File: src/rtl/sensor_spi_sched.sv
// Arbitrates the CMV300 SPI register engine between the host command port and a periodic
// status poller, times each transaction and returns read data. Poller built only with SENSOR_SPI_SCHED_POLL_EN.
module sensor_spi_sched #(
   parameter int unsigned XFER_CYCLES = 24,
   parameter logic [15:0] POLL_PERIOD = 16'd1000
) (
   input  logic       clk0,
   input  logic       reset,
   input  logic       cmd_valid,
   output logic       cmd_ready,
   input  logic       cmd_rd,
   input  logic [6:0] cmd_addr,
   input  logic [7:0] cmd_data,
   input  logic       poll_en,
   input  logic [6:0] poll_addr,
   output logic       rsp_valid,
   output logic       rsp_rd,
   output logic       rsp_poll,
   output logic [6:0] rsp_addr,
   output logic [7:0] rsp_data,
   output logic       busy,
   output logic       spi_reset,
   output logic       spi_rd_en,
   output logic       spi_wr_en,
   output logic [6:0] spi_addr,
   output logic [7:0] spi_wr_data,
   input  logic [7:0] spi_reg_data
);

   localparam logic [1:0] ST_IDLE  = 2'd0;
   localparam logic [1:0] ST_ISSUE = 2'd1;
   localparam logic [1:0] ST_WAIT  = 2'd2;
   localparam logic [7:0] XFER_LOAD = 8'(XFER_CYCLES - 1);

   logic [1:0] state_q, state_d;
   logic [7:0] cnt_q, cnt_d;
   logic       spi_reset_q;
   logic       spi_rd_en_q, spi_rd_en_d;
   logic       spi_wr_en_q, spi_wr_en_d;
   logic [6:0] spi_addr_q, spi_addr_d;
   logic [7:0] spi_wr_data_q, spi_wr_data_d;
   logic       txn_rd_q, txn_rd_d;
   logic       txn_poll_q, txn_poll_d;
   logic       last_grant_q, last_grant_d;   // 1 = poller was granted last
   logic       rsp_valid_q, rsp_valid_d;
   logic       rsp_rd_q, rsp_rd_d;
   logic       rsp_poll_q, rsp_poll_d;
   logic [6:0] rsp_addr_q, rsp_addr_d;
   logic [7:0] rsp_data_q, rsp_data_d;

   logic idle;
   logic poll_req;
   logic grant_poll;
   logic grant_host;

   // Arbitration is only live once the engine has left reset.
   assign idle       = (state_q == ST_IDLE) && !spi_reset_q && reset;
   assign grant_poll = idle && poll_req && (!cmd_valid || !last_grant_q);
   assign grant_host = idle && cmd_valid && !grant_poll;
   assign cmd_ready  = idle && !grant_poll;

`ifdef SENSOR_SPI_SCHED_POLL_EN
   logic [15:0] poll_timer_q, poll_timer_d;
   logic        poll_pending_q, poll_pending_d;
   logic        poll_wrap;

   assign poll_wrap = (poll_timer_q == POLL_PERIOD - 16'd1);
   assign poll_req  = poll_pending_q;

   always_comb begin
      poll_timer_d   = 16'd0;
      poll_pending_d = 1'b0;
      if (poll_en) begin
         poll_timer_d = poll_wrap ? 16'd0 : poll_timer_q + 16'd1;
         // A grant consumes the request; an expiry landing on a pending request is dropped.
         if (grant_poll)
            poll_pending_d = 1'b0;
         else
            poll_pending_d = poll_pending_q | poll_wrap;
      end
   end

   always_ff @(posedge clk0) begin
      if (!reset) begin
         poll_timer_q   <= 16'd0;
         poll_pending_q <= 1'b0;
      end else begin
         poll_timer_q   <= poll_timer_d;
         poll_pending_q <= poll_pending_d;
      end
   end
`else
   logic unused_poll;
   assign poll_req    = 1'b0;
   assign unused_poll = ^{poll_en, POLL_PERIOD};
`endif

   always_comb begin
      state_d       = state_q;
      cnt_d         = cnt_q;
      spi_rd_en_d   = 1'b0;
      spi_wr_en_d   = 1'b0;
      spi_addr_d    = spi_addr_q;
      spi_wr_data_d = spi_wr_data_q;
      txn_rd_d      = txn_rd_q;
      txn_poll_d    = txn_poll_q;
      last_grant_d  = last_grant_q;
      rsp_valid_d   = 1'b0;
      rsp_rd_d      = rsp_rd_q;
      rsp_poll_d    = rsp_poll_q;
      rsp_addr_d    = rsp_addr_q;
      rsp_data_d    = rsp_data_q;
      case (state_q)
         ST_IDLE: begin
            if (grant_host) begin
               spi_addr_d    = cmd_addr;
               spi_wr_data_d = cmd_rd ? 8'h00 : cmd_data;
               txn_rd_d      = cmd_rd;
               txn_poll_d    = 1'b0;
               last_grant_d  = 1'b0;
               spi_rd_en_d   = cmd_rd;
               spi_wr_en_d   = !cmd_rd;
               state_d       = ST_ISSUE;
            end else if (grant_poll) begin
               spi_addr_d    = poll_addr;
               spi_wr_data_d = 8'h00;
               txn_rd_d      = 1'b1;
               txn_poll_d    = 1'b1;
               last_grant_d  = 1'b1;
               spi_rd_en_d   = 1'b1;
               state_d       = ST_ISSUE;
            end
         end
         ST_ISSUE: begin
            cnt_d   = XFER_LOAD;
            state_d = ST_WAIT;
         end
         ST_WAIT: begin
            if (cnt_q == 8'd0) begin
               rsp_valid_d = 1'b1;
               rsp_rd_d    = txn_rd_q;
               rsp_poll_d  = txn_poll_q;
               rsp_addr_d  = spi_addr_q;
               rsp_data_d  = txn_rd_q ? spi_reg_data : 8'h00;
               state_d     = ST_IDLE;
            end else begin
               cnt_d = cnt_q - 8'd1;
            end
         end
         default: state_d = ST_IDLE;
      endcase
   end

   always_ff @(posedge clk0) begin
      if (!reset) begin
         state_q       <= ST_IDLE;
         cnt_q         <= 8'd0;
         spi_reset_q   <= 1'b1;
         spi_rd_en_q   <= 1'b0;
         spi_wr_en_q   <= 1'b0;
         spi_addr_q    <= 7'd0;
         spi_wr_data_q <= 8'd0;
         txn_rd_q      <= 1'b0;
         txn_poll_q    <= 1'b0;
         last_grant_q  <= 1'b1;
         rsp_valid_q   <= 1'b0;
         rsp_rd_q      <= 1'b0;
         rsp_poll_q    <= 1'b0;
         rsp_addr_q    <= 7'd0;
         rsp_data_q    <= 8'd0;
      end else begin
         state_q       <= state_d;
         cnt_q         <= cnt_d;
         spi_reset_q   <= 1'b0;
         spi_rd_en_q   <= spi_rd_en_d;
         spi_wr_en_q   <= spi_wr_en_d;
         spi_addr_q    <= spi_addr_d;
         spi_wr_data_q <= spi_wr_data_d;
         txn_rd_q      <= txn_rd_d;
         txn_poll_q    <= txn_poll_d;
         last_grant_q  <= last_grant_d;
         rsp_valid_q   <= rsp_valid_d;
         rsp_rd_q      <= rsp_rd_d;
         rsp_poll_q    <= rsp_poll_d;
         rsp_addr_q    <= rsp_addr_d;
         rsp_data_q    <= rsp_data_d;
      end
   end

   assign busy        = (state_q == ST_ISSUE) || (state_q == ST_WAIT);
   assign spi_reset   = spi_reset_q;
   assign spi_rd_en   = spi_rd_en_q;
   assign spi_wr_en   = spi_wr_en_q;
   assign spi_addr    = spi_addr_q;
   assign spi_wr_data = spi_wr_data_q;
   assign rsp_valid   = rsp_valid_q;
   assign rsp_rd      = rsp_rd_q;
   assign rsp_poll    = rsp_poll_q;
   assign rsp_addr    = rsp_addr_q;
   assign rsp_data    = rsp_data_q;

endmodule
File: config.mk
export PLATFORM = sky130hd
export DESIGN_NAME = sensor_spi_sched
export DESIGN_NICKNAME = d
export VERILOG_FILES = /design/src/rtl/sensor_spi_sched.sv
export SDC_FILE = /design/constraint.sdc
export NUM_CORES = 1
export LEC_CHECK = 0
export CORE_MARGIN = 4
export CORE_UTILIZATION = 46
export DETAILED_ROUTE_END_ITERATION = 10
export GPL_ROUTABILITY_DRIVEN = 0
export PLACE_DENSITY = 0.86
export SETUP_SLACK_MARGIN = 0.05
export SLEW_MARGIN = 0
export SYNTH_ARGS = -nofsm -noshare
export SYNTH_HDL_FRONTEND = slang
export SYNTH_SLANG_ARGS = --single-unit
File: constraint.sdc
create_clock -name clk0 -period 2.9 [get_ports clk0]
set_input_delay 0.435 -clock clk0 [delete_from_list [all_inputs] [get_ports clk0]]
set_output_delay 0.435 -clock clk0 [all_outputs]
set_load 0.01 [all_outputs]
==> impl_metrics.env <==
export IMPL_outcome="finished, final reports clean"
export IMPL_hold_depth=2
export IMPL_crit_type="reg -> out"
export IMPL_grt_overflow=0
export IMPL_fin_nets=313
export IMPL_grt_pass1_wl_um=6840
export IMPL_pwr_share_clk=0.320
export IMPL_slew_viol_final=0
export IMPL_routed_wl_um=4220
export IMPL_crit_path_max_incr_delay_ns=0.60
export IMPL_netlist_instances=217
export IMPL_coreArea_um2=3800
export IMPL_setup_violations=0
export IMPL_cts_buffer_depth=2
export IMPL_p_comb_frac=0.137
export IMPL_io_pins=73
export IMPL_dieArea_um2=5140
export IMPL_clkSlewWorstSetupHoldPaths_ns=0.08
export IMPL_die_w_um=71.7
export IMPL_post_route_cells_drive_above_1_share=0.0473
export IMPL_min_to="rsp_data[7]"
export IMPL_hold_viol_final=0
export IMPL_holdWs_ns=0.452
export IMPL_synth_fp_nets=256
export IMPL_finalInstanceArea_um2=2580
export IMPL_rsz0062_at_grt="no"
export IMPL_cts_setup_buffers=0
export IMPL_hp_class="reg -> reg"
export IMPL_syn_area_um2=1870
export IMPL_avgRoutedWirePerCell_um=13.1
export IMPL_avgViaCountPerCell=5.05
export IMPL_async_flop_share=0
export IMPL_cp_max_fo=11
export IMPL_place_hpwl_um=3040
export IMPL_die_y_um=71.7
export IMPL_cp_start_kind="register"
export IMPL_crit_arrival_ns=1.81
export IMPL_fillers=326
export IMPL_r2r_cells=6
export IMPL_p_sw_mw=0.297
export IMPL_postLayoutCoreUtil=0.680
export IMPL_ys_seq_area_frac=0.493
export IMPL_fin_crit_ns=2.25
export IMPL_dpl_cell_area_um2=2490
export IMPL_yosysUniqueCellTypes=34
export IMPL_n_antenna_cell=0
export IMPL_grt_start_max_net_pins=21
export IMPL_synth_top_family_by_area="simple AND/OR/NAND/NOR gates"
export IMPL_yosys_area_share_xor_xnor=0.0141
export IMPL_crit_path_top_delay_cell="clkdlybuf4s50_1"
export IMPL_r2r_start="state_q[1]"
export IMPL_avgSynthCellArea_um2=8.61
export IMPL_cap_violations=0
export IMPL_synth_compound_area_share=0.159
export IMPL_p_total_mw=1.23
export IMPL_skew_ns=0.00555
export IMPL_fin_crit_sh=0.775
export IMPL_pre_cts_ws_ns=0.697
export IMPL_vias=1630
export IMPL_multi_input_area_um2=812
export IMPL_tritoncts="built"
export IMPL_hold_buffers=0
export IMPL_synthMuxAreaShare=0.00536
export IMPL_fmax_mhz=445
export IMPL_cp_cell_sequence="inv_1 -> ha_1 -> clkdlybuf4s50_1"
export IMPL_max_slew_worst_pin_slew_ns=0.666
export IMPL_final_setup_tns_ns=0
export IMPL_synth_edf_count=0
export IMPL_post_cts_resized=0
export IMPL_max_slew_margin=0.555
export IMPL_synth_adder_area_share=0.0268
export IMPL_dp_cells=315
export IMPL_ys_ff_latch=46
export IMPL_internal_power_mw=0.931
export IMPL_layout_setup_ws_ns=0.653
export IMPL_switching_share=0.242
export IMPL_h_tree_depth=2
export IMPL_area_growth_pct=38.3
export IMPL_yosys_warnings=0
export IMPL_worstSetupEndpointType="output pin"
export IMPL_r2r_slack_ns=0.83
export IMPL_synthSimpleGateAreaFrac=0.228
export IMPL_power_density_nw_per_um2=475
export IMPL_clk_latency_ns=0.29
export IMPL_synthFlopType="dfxtp_1"
export IMPL_rr_endpoint="cnt_q[7]"
export IMPL_p_leak_nw=0.898
export IMPL_seqPwrFrac=0.543
export IMPL_drc=0
export IMPL_seq_area_um2=921
export IMPL_start_util=0.492
export IMPL_vdd_ir_drop_max_mv=0.326
export IMPL_hp_start="rsp_data[7]"
export IMPL_required_ns=2.47
export IMPL_drtIter0Drc=58
export IMPL_grt_pass1_vias=1543
export IMPL_track_usage=0.166
export IMPL_final_antenna_net_count=0
export IMPL_dr_pass1_iters=4
export IMPL_num_rows=22
export IMPL_port_buffers=63
export IMPL_clock_root_buffer="clkbuf_8"
export IMPL_stdcell_count=323
export IMPL_cts_buffers_inserted=5
export IMPL_antenna_found_initial=0
export IMPL_cts_sinks=46
## how the worst max path moves through the flow
stage / start / slack, ns / end / cells past startpoint
finish: state_q[1] / 0.65 / busy / 3
global route: state_q[1] / 0.52 / busy / 3
global placement: reset / 0.71 / cmd_ready / 3
CTS: state_q[1] / 0.65 / busy / 3
floorplan: state_q[1] / 1.0 / cnt_q[7] / 7
detailed placement: reset / 0.70 / spi_wr_data[4] / 6
## cells in the mapped netlist, types with 2 or more instances
cell type	n	area (um2)
a211oi_1	2	15.0
a21oi_1	37	185
a311oi_1	3	26.3
buf_4	2	15.0
clkbuf_1	10	37.5
dfxtp_1	46	921
ha_1	4	50.1
inv_1	9	33.8
nand2_1	43	161
nand3_1	10	50.1
nor2_1	15	56.3
nor3b_1	9	67.6
o21ai_0	4	20.0
xnor2_1	3	26.3
## cell type report
| class | count | share of cell area |
|---|---|---|
| Clock buffer | 7 | 0.0334 |
| Clock inverter | 1 | 0.00194 |
| Inverter | 9 | 0.0131 |
| Multi-Input combinational cell | 146 | 0.314 |
| Sequential cell | 46 | 0.356 |
| Tap cell | 48 | 0.0232 |
| Timing Repair Buffer | 66 | 0.258 |
## state kept, by name (all words and copies together), names as in the netlist
register / cells
cnt_q: 8
rsp_addr: 7
rsp_data: 8
rsp_rd: 1
rsp_valid: 1
spi_addr: 7
spi_rd_en: 1
spi_reset: 1
spi_wr_data: 8
spi_wr_en: 1
state_q: 2
txn_rd_q: 1
## kinds of logic (layout without fill, tap and decap cells)
family                   after synthesis  after routing
AO/OA/AOI/OAI                         51             51
other                                  1              1
adder cells (fa/ha/maj)                4              4
buffers and inverters                 25             83
flip-flops                            46             46
XOR/XNOR                               3              3
AND/OR/NAND/NOR                       86             86
multiplexers                           1              1
## worst max-delay path: cells and delay by family, from the launching register on
kind                       cells  cell delay [ns]
adders and majority gates      1             0.47
buffers and inverters          2             0.67
DFF                            1             0.37
## power by group through the flow
stage               sequential [mW]  combinational [mW]  clock [mW]
floorplan                     0.682              0.0938           0
global placement              0.681               0.163           0
detailed placement            0.682               0.167           0
CTS                           0.667               0.168       0.402
global route                  0.671               0.183       0.427
finish                        0.667               0.168       0.393
## layout by cell type, fill, tap and decap left out, drive strengths merged
cell / instances
o21ai: 4
nand2: 43
o211a: 1
mux2i: 1
nor2: 15
a21boi: 1
a311oi: 4
a211oi: 2
clkbuf: 7
nand3: 10
and3b: 1
conb: 1
nor3b: 10
a21oi: 37
and2: 1
nor4: 1
xnor2: 3
inv: 9
a2111oi: 1
clkdlybuf4s50: 63
dfxtp: 46
or3b: 1
nand4bb: 1
or3: 1
clkinv: 1
a31o: 1
nand4b: 1
ha: 4
buf: 3
and3: 1
## per-layer routing
layer	part of all wire	global-route usage	up-vias
li1	-	-	838
met1	0.46	0.205	728
met2	0.46	0.269	58
met3	0.064	0.0435	6
met4	0.018	0.0752	0
met5	0	0	-
Power figures use the tool's default switching activity.
